## src/rtl/dmem_arbiter.sv

```systemverilog
// dmem_arbiter: shares the single-port data memory between the CPU MEM stage
// and a debug/loader port. The CPU has default priority; the debug port is
// served after at most MAX_WAIT contended cycles, and a halt mode hands the
// memory to the debug port exclusively.
//
// Optional feature: define DMEM_ARB_STATS_EN to build the saturating 16-bit
// stall/grant statistics counters. Without it both stat ports read 16'h0000
// and no counter flops are built.
module dmem_arbiter #(
  parameter int AW       = 7,
  parameter int DW       = 32,
  parameter int MAX_WAIT = 4   // 1..15
) (
  input  logic          clk,
  input  logic          rst_n,
  // CPU MEM stage
  input  logic          cpu_rd,
  input  logic          cpu_wr,
  input  logic [AW-1:0] cpu_addr,
  input  logic [DW-1:0] cpu_wdata,
  output logic [DW-1:0] cpu_rdata,
  output logic          cpu_stall,
  // debug / loader port
  input  logic          dbg_req,
  input  logic          dbg_we,
  input  logic [AW-1:0] dbg_addr,
  input  logic [DW-1:0] dbg_wdata,
  output logic          dbg_gnt,
  output logic          dbg_rvalid,
  output logic [DW-1:0] dbg_rdata,
  input  logic          dbg_halt,
  output logic          halted,
  // data memory
  output logic          mem_rd,
  output logic          mem_wr,
  output logic [AW-1:0] mem_addr,
  output logic [DW-1:0] mem_wdata,
  input  logic [DW-1:0] mem_rdata,
  // statistics
  output logic [15:0]   stat_stall_cnt,
  output logic [15:0]   stat_dbg_cnt
);

  typedef enum logic {
    ST_RUN    = 1'b0,
    ST_HALTED = 1'b1
  } state_t;

  localparam logic [3:0] MAX_WAIT_C = 4'(MAX_WAIT);

  state_t      r_state;
  state_t      w_state_nxt;
  logic [3:0]  r_wait_cnt;

  logic        w_cpu_req;
  logic        w_grant_dbg;
  logic        w_grant_cpu;
  logic        w_dbg_rd_gnt;

  assign w_cpu_req    = cpu_rd | cpu_wr;
  assign w_dbg_rd_gnt = w_grant_dbg & ~dbg_we;

  // State register: the only FSM flop; halted is decoded straight from it.
  // NOTE: sequential blocks use non-blocking (<=) so every flop samples the
  // pre-edge values of its inputs regardless of block ordering.
  always_ff @(posedge clk or negedge rst_n) begin
    if (!rst_n) begin
      r_state <= ST_RUN;
    end else begin
      r_state <= w_state_nxt;
    end
  end

  // Next-state logic: leave HALTED only once no granted debug read is still
  // waiting for its rvalid, so that read completes while still halted.
  // NOTE: every combinational output gets a default first so no path through
  // the block leaves it unassigned (which would infer a latch).
  always_comb begin
    w_state_nxt = r_state;
    unique case (r_state)
      ST_RUN:    if (dbg_halt) w_state_nxt = ST_HALTED;
      ST_HALTED: if (!dbg_halt && !w_dbg_rd_gnt) w_state_nxt = ST_RUN;
      default:   w_state_nxt = ST_RUN;
    endcase
  end

  // Output logic: grant decision, CPU stall and the memory-side mux.
  always_comb begin
    w_grant_dbg = 1'b0;
    w_grant_cpu = 1'b0;
    mem_rd      = 1'b0;
    mem_wr      = 1'b0;
    mem_addr    = cpu_addr;
    mem_wdata   = cpu_wdata;

    if (r_state == ST_HALTED) begin
      w_grant_dbg = dbg_req;
    end else begin
      w_grant_dbg = dbg_req & (~w_cpu_req | (r_wait_cnt == MAX_WAIT_C));
      w_grant_cpu = w_cpu_req & ~w_grant_dbg;
    end

    if (w_grant_dbg) begin
      mem_addr  = dbg_addr;
      mem_wdata = dbg_wdata;
      mem_wr    = dbg_we;
      mem_rd    = ~dbg_we;
    end else if (w_grant_cpu) begin
      mem_rd    = cpu_rd;
      mem_wr    = cpu_wr;
    end
  end

  assign cpu_stall = w_cpu_req & ~w_grant_cpu;
  assign dbg_gnt   = w_grant_dbg;
  assign cpu_rdata = mem_rdata;
  assign halted    = (r_state == ST_HALTED);

  // Starvation counter: counts contended cycles the debug port is denied.
  // Any cycle that is not such a denial (grant, or no debug request) clears
  // it; the grant at MAX_WAIT keeps it from ever passing that value.
  always_ff @(posedge clk or negedge rst_n) begin
    if (!rst_n) begin
      r_wait_cnt <= 4'd0;
    end else if ((r_state == ST_RUN) && dbg_req && w_cpu_req && !w_grant_dbg
                 && (r_wait_cnt != MAX_WAIT_C)) begin
      r_wait_cnt <= r_wait_cnt + 4'd1;
    end else begin
      r_wait_cnt <= 4'd0;
    end
  end

  // Debug read return: capture the memory word on the grant edge and flag it
  // valid for exactly the following cycle.
  always_ff @(posedge clk or negedge rst_n) begin
    if (!rst_n) begin
      dbg_rvalid <= 1'b0;
      dbg_rdata  <= '0;
    end else begin
      dbg_rvalid <= w_dbg_rd_gnt;
      if (w_dbg_rd_gnt) begin
        dbg_rdata <= mem_rdata;
      end
    end
  end

`ifdef DMEM_ARB_STATS_EN
  logic [15:0] r_stat_stall_cnt;
  logic [15:0] r_stat_dbg_cnt;

  // Saturating statistics: stalled CPU cycles and debug grants.
  always_ff @(posedge clk or negedge rst_n) begin
    if (!rst_n) begin
      r_stat_stall_cnt <= 16'h0000;
      r_stat_dbg_cnt   <= 16'h0000;
    end else begin
      if (cpu_stall && (r_stat_stall_cnt != 16'hFFFF)) begin
        r_stat_stall_cnt <= r_stat_stall_cnt + 16'h0001;
      end
      if (w_grant_dbg && (r_stat_dbg_cnt != 16'hFFFF)) begin
        r_stat_dbg_cnt <= r_stat_dbg_cnt + 16'h0001;
      end
    end
  end

  assign stat_stall_cnt = r_stat_stall_cnt;
  assign stat_dbg_cnt   = r_stat_dbg_cnt;
`else
  assign stat_stall_cnt = 16'h0000;
  assign stat_dbg_cnt   = 16'h0000;
`endif

endmodule

```

## config.mk

```make
export PLATFORM = sky130hd
export DESIGN_NAME = dmem_arbiter
export DESIGN_NICKNAME = d
export VERILOG_FILES = /design/src/rtl/dmem_arbiter.sv
export SDC_FILE = /design/constraint.sdc
export NUM_CORES = 1
export LEC_CHECK = 0
export CAP_MARGIN = 30
export CORE_AREA = 2 2 101 103
export CTS_CLUSTER_SIZE = 24
export DETAILED_ROUTE_END_ITERATION = 12
export DIE_AREA = 0 0 103 105
export GPL_ROUTABILITY_DRIVEN = 1
export PLACE_DENSITY = 0.84
export SLEW_MARGIN = 20
export SYNTH_ARGS = -nofsm -noshare
export SYNTH_HDL_FRONTEND = slang
export SYNTH_SLANG_ARGS = --single-unit
```

## constraint.sdc

```tcl
create_clock -name clk -period 4.3 [get_ports clk]
set_input_delay 0.86 -clock clk [delete_from_list [all_inputs] [get_ports clk]]
set_output_delay 0.86 -clock clk [all_outputs]
set_load 0.01 [all_outputs]
```

==> flow_summary_export.csv, run 1 <==
group,metric,value,unit
outcome,run_status,"completed",
logic_synthesis,synthesis.instances,213,
cells_and_area,antennaDiodeCount,0,
detailed_routing,vias_per_cell,3.933,
clocking,cts_tree,"built",
detailed_routing,number_of_remaining_drc_errors,0,
detailed_routing,detail-route-antenna-nets,0,
global_routing,grt_remaining_overflow,0,
floorplanning,die_footprint,0.01082,sq mm
logic_synthesis,synth_top_area_share,37.31,%
setup_path,cp.required,3.44,ns
clocking,cts_buffers,5,
global_routing,number_of_antenna_violations_at_the_first_check_in_global_routing,0,
floorplanning,core_area,0.009639,sq mm
floorplanning,placement_rows,36,
setup_path,rr_worst_depth,6,
detailed_routing,wirelength,8.050,mm
cells_and_area,stdcell_count,538,
cells_and_area,fill_cells,884,
clocking,post_cts_resized,0,
cells_and_area,layout-drive-gt1-share,18.27,%
place,place.port_buffers,225,
global_routing,global_route_wire_length_before_repair,11.99,mm
floorplanning,start_util,26.44,%
logic_synthesis,synthDistinctLibCells,26,
global_routing,grt_pass1_vias,2231,
detailed_routing,dr.first_iter.drc_count,42,
setup_path,critPathKind,"input pin to output port",
logic_synthesis,post-synth-top-count-cell,"buf_4",
sta,timing.final.crit_share,86.34,%
place,dpl_cells,530,
floorplanning,num_io_pins,258,
global_routing,pin_count_of_the_biggest_net_entering_global_routing,41,
clocking,post_cts_setup_buffers,0,
logic_synthesis,number_of_enable_type_register_cells_in_the_synthesized_netlist,0,
global_routing,grtUsageTotal,14.23,%
logic_synthesis,cell_type_contributing_the_most_total_cell_area_after_synthesis,"dfrtp_1",
sta,final-hold-violation-count,0,
worst_hold_path,hold_path_class,"input pin to async pin",
setup_path,arrival,2.85,ns
detailed_routing,via_count,2116,
logic_synthesis,synth.top_cells.by_area,"dfrtp_1 37%, mux2_2 27%, buf_4 19%",
logic_synthesis,async_set_reset_flop_share_out_of_synthesis,100.0,%
sta,slew_viol_final,0,
logic_synthesis,synth_area_per_cell,11.97,sq um
logic_synthesis,synth.top_cells.by_count,"64 x buf_4, 61 x mux2_2, 38 x dfrtp_1",
clocking,clk-insertion-delay-late,0.28,ns
detailed_routing,route.detailed.wl_per_inst,14.96,um
power_and_ir_drop,highest_ir_drop_seen_on_vdd,0.2022,mV
logic_synthesis,synth_seq_area_share,37.31,%
clocking,post_cts_hold_fix_bufs,0,
setup_path,endpoint_kind,"output port",
sta,unrepaired_setup_endpoints_after_global_routing,"false",
sta,maxClockFrequency,269.4,MHz
floorplanning,die_h,105,um
place,detailedPlacementHpwl,6.673,mm
sta,time_the_final_worst_path_needs_with_i_o_delays_and_setup,3.712,ns
place,rd_place_congestion,0.7689,
setup_path,reg2reg_from,"r_wait_cnt[0]",
sta,setup_tns,0,ns
clocking,maximum_clock_path_buffer_count,2,
floorplanning,die-width,103,um
setup_path,rr_endpoint,"dbg_rdata[3]",
setup_path,rrSetupSlack,2.23,ns
clocking,cts.reportedPaths.clkPinSlew,0.07,ns
logic_synthesis,synth_warnings,0,
setup_path,cp_max_fo,40,
power_and_ir_drop,power_density,280.0,mW/mm^2
sta,finClkSkew,0.003379,ns
job,maxCapViolCount,0,
cells_and_area,area.growth.synth_to_final,82.82,%
logic_synthesis,primary_flip_flop_cell_chosen_by_synthesis_mapping,"dfrtp_1",
sta,setup-violations-final,0,
logic_synthesis,synthesis.area,0.002549,sq mm
detailed_routing,dr.pass1.iters,4,
clocking,h-tree-depth,2,
setup_path,crit_path_start_kind,"input pin",
clocking,clkSinkCount,38,
power_and_ir_drop,total_leakage_power,1.940,nW
clocking,clk_root_buffer_cell,"clkbuf_8",
logic_synthesis,synth.ff_latch_count,38,
cells_and_area,nets,524,
==> layer usage <==
metal  part of all wire, %  global-route usage, %
met1                    39                  17.37
met2                    54                  24.58
met3                   6.1                  4.080
met4                   1.0                  3.008
met5                     0                      0
==> critical path, stage by stage <==
cell and delay [ns]:
clkdlybuf4s50_1 0.50, nor2_1 0.13, o31ai_4 0.22, buf_12 0.27
mux2_2 0.38, clkdlybuf4s50_1 0.49
==> sequential cells by signal, summed over array words and instances, names as in the netlist <==
signal      count
r_wait_cnt      4
halted          1
dbg_rvalid      1
dbg_rdata      32
==> power breakdown <==
part	total [W]	internal, W	switching (W)
sequential	0.000450	0.000418	0.0000321
clock	0.000307	0.000186	0.000121
combinational	0.000548	0.000356	0.000192
==> kinds of logic (layout without fill, tap and decap cells) <==
| kind of cell | after synthesis | in the layout | synth area share [%] |
|---|---|---|---|
| buffers and inverters | 80 | 241 | 23.61 |
| multiplexers | 71 | 71 | 31.37 |
| flip-flops | 38 | 38 | 37.31 |
| AND/OR/NAND/NOR | 12 | 12 | 2.700 |
| AO/OA/AOI/OAI | 7 | 7 | 3.191 |
| adder cells (fa/ha/maj) | 2 | 2 | 0.9817 |
| XOR/XNOR | 2 | 2 | 0.6874 |
| other | 1 | 32 | 0.1471 |
==> final cells by class <==
type	instances	area (sq um)	share of cell area, %
clock inverters	1	30.03	0.6445
multi-input cells	126	1112	23.87
flip-flops and latches	38	950.9	20.41
clock buffers	6	82.58	1.772
inverters	6	22.52	0.4834
repair buffers	228	2295	49.25
well taps	133	166.4	3.571
==> cells in the final DEF (no fill, tap or decap) <==
master           instances
clkdlybuf4s50_1        224
mux2_2                  61
dfrtp_1                 38
conb_1                  32
mux2_1                  10
inv_1                    6
clkbuf_8                 6
and3_1                   4
nor2_1                   2
o31ai_4                  2
ha_1                     2
buf_12                   2
and3b_1                  1
nor3_1                   1
xor2_1                   1
and2b_1                  1
a21oi_1                  1
nand3_1                  1
xnor2_1                  1
o311ai_0                 1
a211o_1                  1
nand2_1                  1
nand2b_1                 1
o2bb2ai_1                1
a21o_1                   1
bufinv_16                1
buf_2                    1
buf_4                    1
==> stage by stage <==
stage | setup slack, ns | power [W] | hold slack (ns) | utilization, % | instance area (sq um)
2_1_floorplan | 1.603 | 0.0006893 | 0.5344 | - | 2665
3_3_place_gp | 0.6069 | 0.0009947 | 0.4746 | 46.96 | 4527
3_5_place_dp | 0.5863 | 0.001006 | 0.4813 | 46.96 | 4527
4_1_cts | 0.5813 | 0.001324 | 0.4986 | 48.13 | 4639
5_1_grt | 0.5115 | 0.001372 | 0.4274 | 48.34 | 4659
6_report | 0.5876 | 0.001305 | 0.4245 | 48.34 | 4659
==> how the worst max path moves through the flow <==
stage | slack (ns) | cells after the start | start | endpoint
6_report | 0.59 | 6 | cpu_rd | mem_wdata[2]
5_1_grt | 0.51 | 6 | cpu_rd | mem_wdata[2]
4_1_cts | 0.58 | 6 | cpu_rd | mem_wdata[2]
3_5_place_dp | 0.59 | 6 | cpu_rd | mem_wdata[2]
3_3_place_gp | 0.61 | 6 | cpu_rd | mem_wdata[2]
2_1_floorplan | 1.60 | 4 | cpu_rd | mem_addr[3]
No activity file was read; power rests on OpenSTA's default activity.
==> inputs of run 2 (changes only) <==
Settings changed: SLEW_MARGIN 20 to 5.
==> run 2 against run 1 <==
- via count is essentially flat
- sequential share of layout area grew 0.088 points
- register-to-register slack is essentially flat
- clock skew grew 0.00050 ns
- combinational power is essentially flat
- power shrank 0.18%
- count of clock-buffer cells in the layout is the same
- hold slack gained 0.069 ns
- core utilization shrank 0.21 points
- cell area shrank 0.43%
- die area is the same
- highest routed layer unchanged
==> flow_summary_export.csv, run 2 (synthesized netlist as in run 1, its figures left out) <==
group,metric,value,unit
setup_path,critPathKind,"input pin to output port",
cells_and_area,final_common_cell,"clkdlybuf4s50_1",
place,detailedPlacementHpwl,6.673,mm
clocking,h-tree-depth,2,
cells_and_area,storage_element_area,950.9,sq um
setup_path,cp.required,3.44,ns
cells_and_area,area.growth.synth_to_final,82.03,%
cells_and_area,largest-register,"dbg_rdata",
place,rd_place_congestion,0.7689,
detailed_routing,dr.first_iter.drc_count,47,
detailed_routing,vias_per_cell,3.944,
clocking,clk_root_buffer_cell,"clkbuf_8",
floorplanning,core_area,0.009639,sq mm
clocking,post_cts_setup_buffers,0,
worst_hold_path,hold-path-cell-count,1,
detailed_routing,detailroute.wirelength.met3,496,um
floorplanning,num_io_pins,258,
sta,setup_tns,0,ns
global_routing,global_route_wire_length_before_repair,11.99,mm
sta,setup-violations-final,0,
floorplanning,die_footprint,0.01082,sq mm
detailed_routing,via_count,2118,
global_routing,grt_pass1_vias,2231,
place,dpl-instance-area,0.004527,sq mm
sta,finClkSkew,0.003884,ns
power_and_ir_drop,power_density,280.7,mW/mm^2
setup_path,timing.critical_path.from,"cpu_rd",
floorplanning,placement_rows,36,
sta,timing.final.crit_share,86.32,%
cells_and_area,multi_input_gate_area_in_the_final_layout,0.001112,sq mm
power_and_ir_drop,total_leakage_power,1.931,nW
cells_and_area,nets,523,
floorplanning,start_util,26.44,%
floorplanning,die-width,103,um
setup_path,crit_path_start_kind,"input pin",
detailed_routing,number_of_remaining_drc_errors,0,
clocking,maximum_clock_path_buffer_count,2,
cells_and_area,layout-drive-gt1-share,18.07,%
detailed_routing,wl_met1,3.197,mm
setup_path,arrival,2.85,ns
sta,unrepaired_setup_endpoints_after_global_routing,"false",
detailed_routing,wl_met2,4.289,mm
clocking,cts_tree,"built",
global_routing,pin_count_of_the_biggest_net_entering_global_routing,41,
sta,maxClockFrequency,269.4,MHz
global_routing,number_of_antenna_violations_at_the_first_check_in_global_routing,0,
clocking,clkSinkCount,38,
setup_path,rr_worst_depth,6,
detailed_routing,route.detailed.wl_per_inst,15.02,um
cells_and_area,largest_reg_flops,32,
global_routing,grt_remaining_overflow,0,
sta,worst-slew-pin-transition,0.8522,ns
detailed_routing,wirelength,8.067,mm
clocking,cts_buffers,5,
worst_hold_path,timing.hold.worst.start,"dbg_rdata[19]",
clocking,post_cts_resized,0,
sta,final-hold-violation-count,0,
detailed_routing,dr.pass1.iters,4,
clocking,clk-insertion-delay-late,0.28,ns
sta,time_the_final_worst_path_needs_with_i_o_delays_and_setup,3.712,ns
detailed_routing,detail-route-antenna-nets,0,
setup_path,cp_max_fo,40,
setup_path,reg2reg_from,"r_wait_cnt[0]",
cells_and_area,layout_top_registers,"dbg_rdata: 32 flops, r_wait_cnt: 4 flops",
place,place.port_buffers,225,
cells_and_area,layout_common_cells,"224 x clkdlybuf4s50_1, 61 x mux2_2, 38 x dfrtp_1, 32 x conb_1, 10 x mux2_1",
cells_and_area,layout.cell_area.non_filler,0.004639,sq mm
setup_path,endpoint_kind,"output port",
outcome,run_status,"completed",
floorplanning,die_h,105,um
job,maxCapViolCount,0,
sta,relSlewSlack,43.19,%
power_and_ir_drop,highest_ir_drop_seen_on_vdd,0.1869,mV
clocking,cts.reportedPaths.clkPinSlew,0.07,ns
clocking,post_cts_hold_fix_bufs,0,
global_routing,grtUsageTotal,14.23,%
sta,slew_viol_final,0,
cells_and_area,antennaDiodeCount,0,
cells_and_area,fill_cells,886,
detailed_routing,topRoutingLayerUsed,"met4",
worst_hold_path,hold_path_class,"flip-flop to flip-flop",
run 2: per-stage QoR:
step	setup WS [ns]	hold WS, ns	cells	power (W)	util, %
floorplan	1.603	0.5344	244	0.0006893	-
global placement	0.6069	0.4746	530	0.0009947	46.96
detailed placement	0.5863	0.4813	530	0.001006	46.96
CTS	0.5813	0.4986	537	0.001324	48.13
global route	0.5115	0.5234	537	0.001370	48.13
finish	0.5881	0.4940	537	0.001303	48.13
run 2: worst paths after layout:
path,to,slack [ns]
setup / recovery,mem_wdata[2],0.59
hold / removal,dbg_rdata[19],0.49
setup reg to reg,dbg_rdata[3],2.23
hold reg to reg,dbg_rdata[19],0.49
max in group asynchronous,dbg_rdata[0],3.08
min in group asynchronous,dbg_rdata[19],0.68
run 2: power by group:
group          internal [W]  switching, W  leakage, nW
clock              0.000186      0.000121       0.0573
sequential         0.000418     0.0000322        0.457
combinational      0.000354      0.000192         1.42
run 2: area by class of cell:
| type | instances | area share [%] |
|---|---|---|
| repair buffers | 227 | 49.03 |
| clock inverters | 1 | 0.6472 |
| clock buffers | 6 | 1.780 |
| well taps | 133 | 3.587 |
| inverters | 6 | 0.4854 |
| flip-flops and latches | 38 | 20.50 |
| multi-input cells | 126 | 23.98 |
run 2: layer usage:
layer	global-route usage [%]	vias to the layer above
met5	0	-
met4	3.008	0
met2	24.58	101
li1	-	1005
met1	17.37	1003
met3	4.080	9
run 2: worst max-delay path: stages:
cell	delay [ns]
clkdlybuf4s50_1	0.50
nor2_1	0.13
o31ai_4	0.22
buf_12	0.27
mux2_2	0.38
clkdlybuf4s50_1	0.49
==> inputs of run 3 (changes only) <==
==> constraint.sdc (replaced) <==
create_clock -name clk -period 4.3 [get_ports clk]
set_input_delay 0.43 -clock clk [delete_from_list [all_inputs] [get_ports clk]]
set_output_delay 0.43 -clock clk [all_outputs]
set_load 0.01 [all_outputs]
==> run 3 against run 2 <==
- critical path depth up 1
- register-to-register slack worse by 0.03 ns
- combinational power about the same
- core utilization down 0.31 points
- cell area down 0.65%
- first-iteration DRC count up 26%
- hold slack worse by 0.25 ns
- non-clock buffer count unchanged
- highest routed layer unchanged
- power down 3.8%
==> flow_summary_export.csv, run 3 (synthesized netlist as in run 1, its figures left out) <==
group,metric,value,unit
power_and_ir_drop,power_report.internal_total,0.0008993,W
clocking,post_cts_hold_fix_bufs,0,
floorplanning,num_io_pins,258,
power_and_ir_drop,power.share.sequential,35.9,%
detailed_routing,route.detailed.wl_per_inst,15.42,um
sta,setup_tns,0,ns
floorplanning,die_footprint,0.01082,sq mm
clocking,clk_root_buffer_cell,"clkbuf_8",
global_routing,grt_pass1_vias,2322,
sta,maxClockFrequency,308.3,MHz
detailed_routing,wirelength,8.297,mm
power_and_ir_drop,comb_power_share,43.6,%
detailed_routing,via_count,2171,
setup_path,cp.required,3.87,ns
sta,unrepaired_setup_endpoints_after_global_routing,"false",
cells_and_area,largest-register,"dbg_rdata",
floorplanning,start_util,26.44,%
setup_path,rr_endpoint,"dbg_rdata[10]",
setup_path,cp_max_fo,40,
worst_hold_path,hold_path_class,"input pin to async pin",
cells_and_area,final_common_cell,"clkdlybuf4s50_1",
sta,final-hold-violation-count,0,
power_and_ir_drop,power_switching_share,28.26,%
clocking,cts_buffers,5,
sta,timing.final.crit_share,75.43,%
clocking,cts_tree,"built",
place,place.port_buffers,225,
setup_path,crit_path_max_incr_delay,0.48,ns
power_and_ir_drop,power.share.clock,20.5,%
cells_and_area,nets,523,
setup_path,critPathBufInv,3,
place,detailedPlacementHpwl,6.883,mm
clocking,clk-insertion-delay-late,0.29,ns
global_routing,global_route_wire_length_before_repair,12.28,mm
setup_path,timing.critical_path.from,"r_wait_cnt[0]",
power_and_ir_drop,highest_ir_drop_seen_on_vdd,0.1782,mV
clocking,post_cts_resized,0,
cells_and_area,largest_reg_flops,32,
place,rd_place_congestion,0.7972,
clocking,post_cts_setup_buffers,0,
setup_path,endpoint,"mem_wdata[4]",
clocking,clkSinkCount,38,
setup_path,endpoint_kind,"output port",
detailed_routing,dr.first_iter.drc_count,59,
setup_path,reg2reg_from,"r_wait_cnt[0]",
sta,finClkSkew,0.01027,ns
cells_and_area,fill_cells,887,
global_routing,grt_remaining_overflow,0,
detailed_routing,dr.pass1.iters,4,
cells_and_area,layout-drive-gt1-share,18.27,%
job,maxCapViolCount,0,
setup_path,rr_worst_depth,6,
setup_path,crit_slowest_cell,"clkdlybuf4s50_1",
sta,timing.hold.ws,0.2460,ns
sta,slew_viol_final,0,
detailed_routing,number_of_remaining_drc_errors,0,
detailed_routing,detail-route-antenna-nets,0,
cells_and_area,multi_input_gate_area_in_the_final_layout,0.001112,sq mm
floorplanning,die-width,103,um
setup_path,cpLargestDelayFamily,"buffers and inverters",
clocking,maximum_clock_path_buffer_count,2,
power_and_ir_drop,total_leakage_power,1.916,nW
sta,worst-slew-pin-transition,0.8410,ns
setup_path,cp_num_cells,7,
clocking,cts.reportedPaths.clkPinSlew,0.08,ns
setup_path,cells_along_the_critical_path,"inv_1 > ha_1 > and3b_1 > o31ai_4 > buf_4 > mux2_2 > clkdlybuf4s50_1",
sta,relSlewSlack,43.93,%
power_and_ir_drop,power_density,271.9,mW/mm^2
floorplanning,core_area,0.009639,sq mm
cells_and_area,layout_common_cells,"224 x clkdlybuf4s50_1, 61 x mux2_2, 38 x dfrtp_1, 32 x conb_1, 10 x mux2_1",
global_routing,grtUsageTotal,14.75,%
setup_path,rrSetupSlack,2.20,ns
floorplanning,placement_rows,36,
clocking,h-tree-depth,2,
cells_and_area,antennaDiodeCount,0,
cells_and_area,area.growth.synth_to_final,80.85,%
cells_and_area,storage_element_area,950.9,sq um
sta,setup-violations-final,0,
cells_and_area,layout_top_registers,"dbg_rdata: 32 flops, r_wait_cnt: 4 flops",
setup_path,arrival,2.81,ns
setup_path,crit_path_start_kind,"flip-flop",
power_and_ir_drop,p_switching,0.0003542,W
detailed_routing,vias_per_cell,4.035,
global_routing,number_of_antenna_violations_at_the_first_check_in_global_routing,0,
setup_path,critPathKind,"flip-flop to output port",
outcome,run_status,"completed",
global_routing,pin_count_of_the_biggest_net_entering_global_routing,41,
sta,time_the_final_worst_path_needs_with_i_o_delays_and_setup,3.244,ns
floorplanning,die_h,105,um
## run 3: worst min path at each step
stage / endpoint / cells after the start
2_1_floorplan: dbg_rdata[0] / 0
6_report: dbg_rdata[22] / 1
3_3_place_gp: dbg_rdata[22] / 1
5_1_grt: dbg_rdata[15] / 1
4_1_cts: dbg_rdata[30] / 1
3_5_place_dp: dbg_rdata[9] / 1
## run 3: power groups by stage
stage | clock [W] | sequential [W] | combinational [W]
floorplan | 0 | 0.000482 | 0.000207
global placement | 0 | 0.000452 | 0.000541
detailed placement | 0 | 0.000457 | 0.000550
CTS | 0.000269 | 0.000451 | 0.000553
global route | 0.000285 | 0.000458 | 0.000580
finish | 0.000257 | 0.000451 | 0.000546
## run 3: cell type report
| class | count | share of cell area (%) |
|---|---|---|
| repair buffers | 227 | 49.08 |
| multi-input cells | 126 | 24.13 |
| flip-flops and latches | 38 | 20.63 |
| well taps | 133 | 3.610 |
| clock buffers | 6 | 1.792 |
| inverters | 6 | 0.4886 |
| clock inverters | 2 | 0.2714 |
## run 3: per-layer routing
layer | part of all wire [%] | track usage (%) | vias to the layer above
li1 | - | - | 1015
met1 | 38 | 17.09 | 1044
met2 | 55 | 26.81 | 102
met3 | 5.9 | 3.612 | 10
met4 | 1.3 | 3.383 | 0
met5 | 0 | 0 | -
## run 3: worst register-to-register path: cells and delay by family, from the launching register on
family                   cells  cell delay [ns]
multiplexers                 1             0.43
buffers and inverters        2             0.48
flip-flops                   1             0.39
adder cells (fa/ha/maj)      1             0.18
AND/OR/NAND/NOR              1             0.28
AO/OA/AOI/OAI                1             0.23
## run 3: metrics by stage
step                      setup WS, ns  utilization, %  cell area [sq um]  std cells  power [W]
after global routing            0.8774           47.82               4609        538   0.001323
after global placement           1.302           46.83               4514        530  0.0009927
after floorplan                  2.135               -               2665        244  0.0006893
final                            1.056           47.82               4609        538   0.001253
after detailed placement         1.263           46.83               4514        530   0.001007
after CTS                        1.034           47.82               4609        538   0.001274
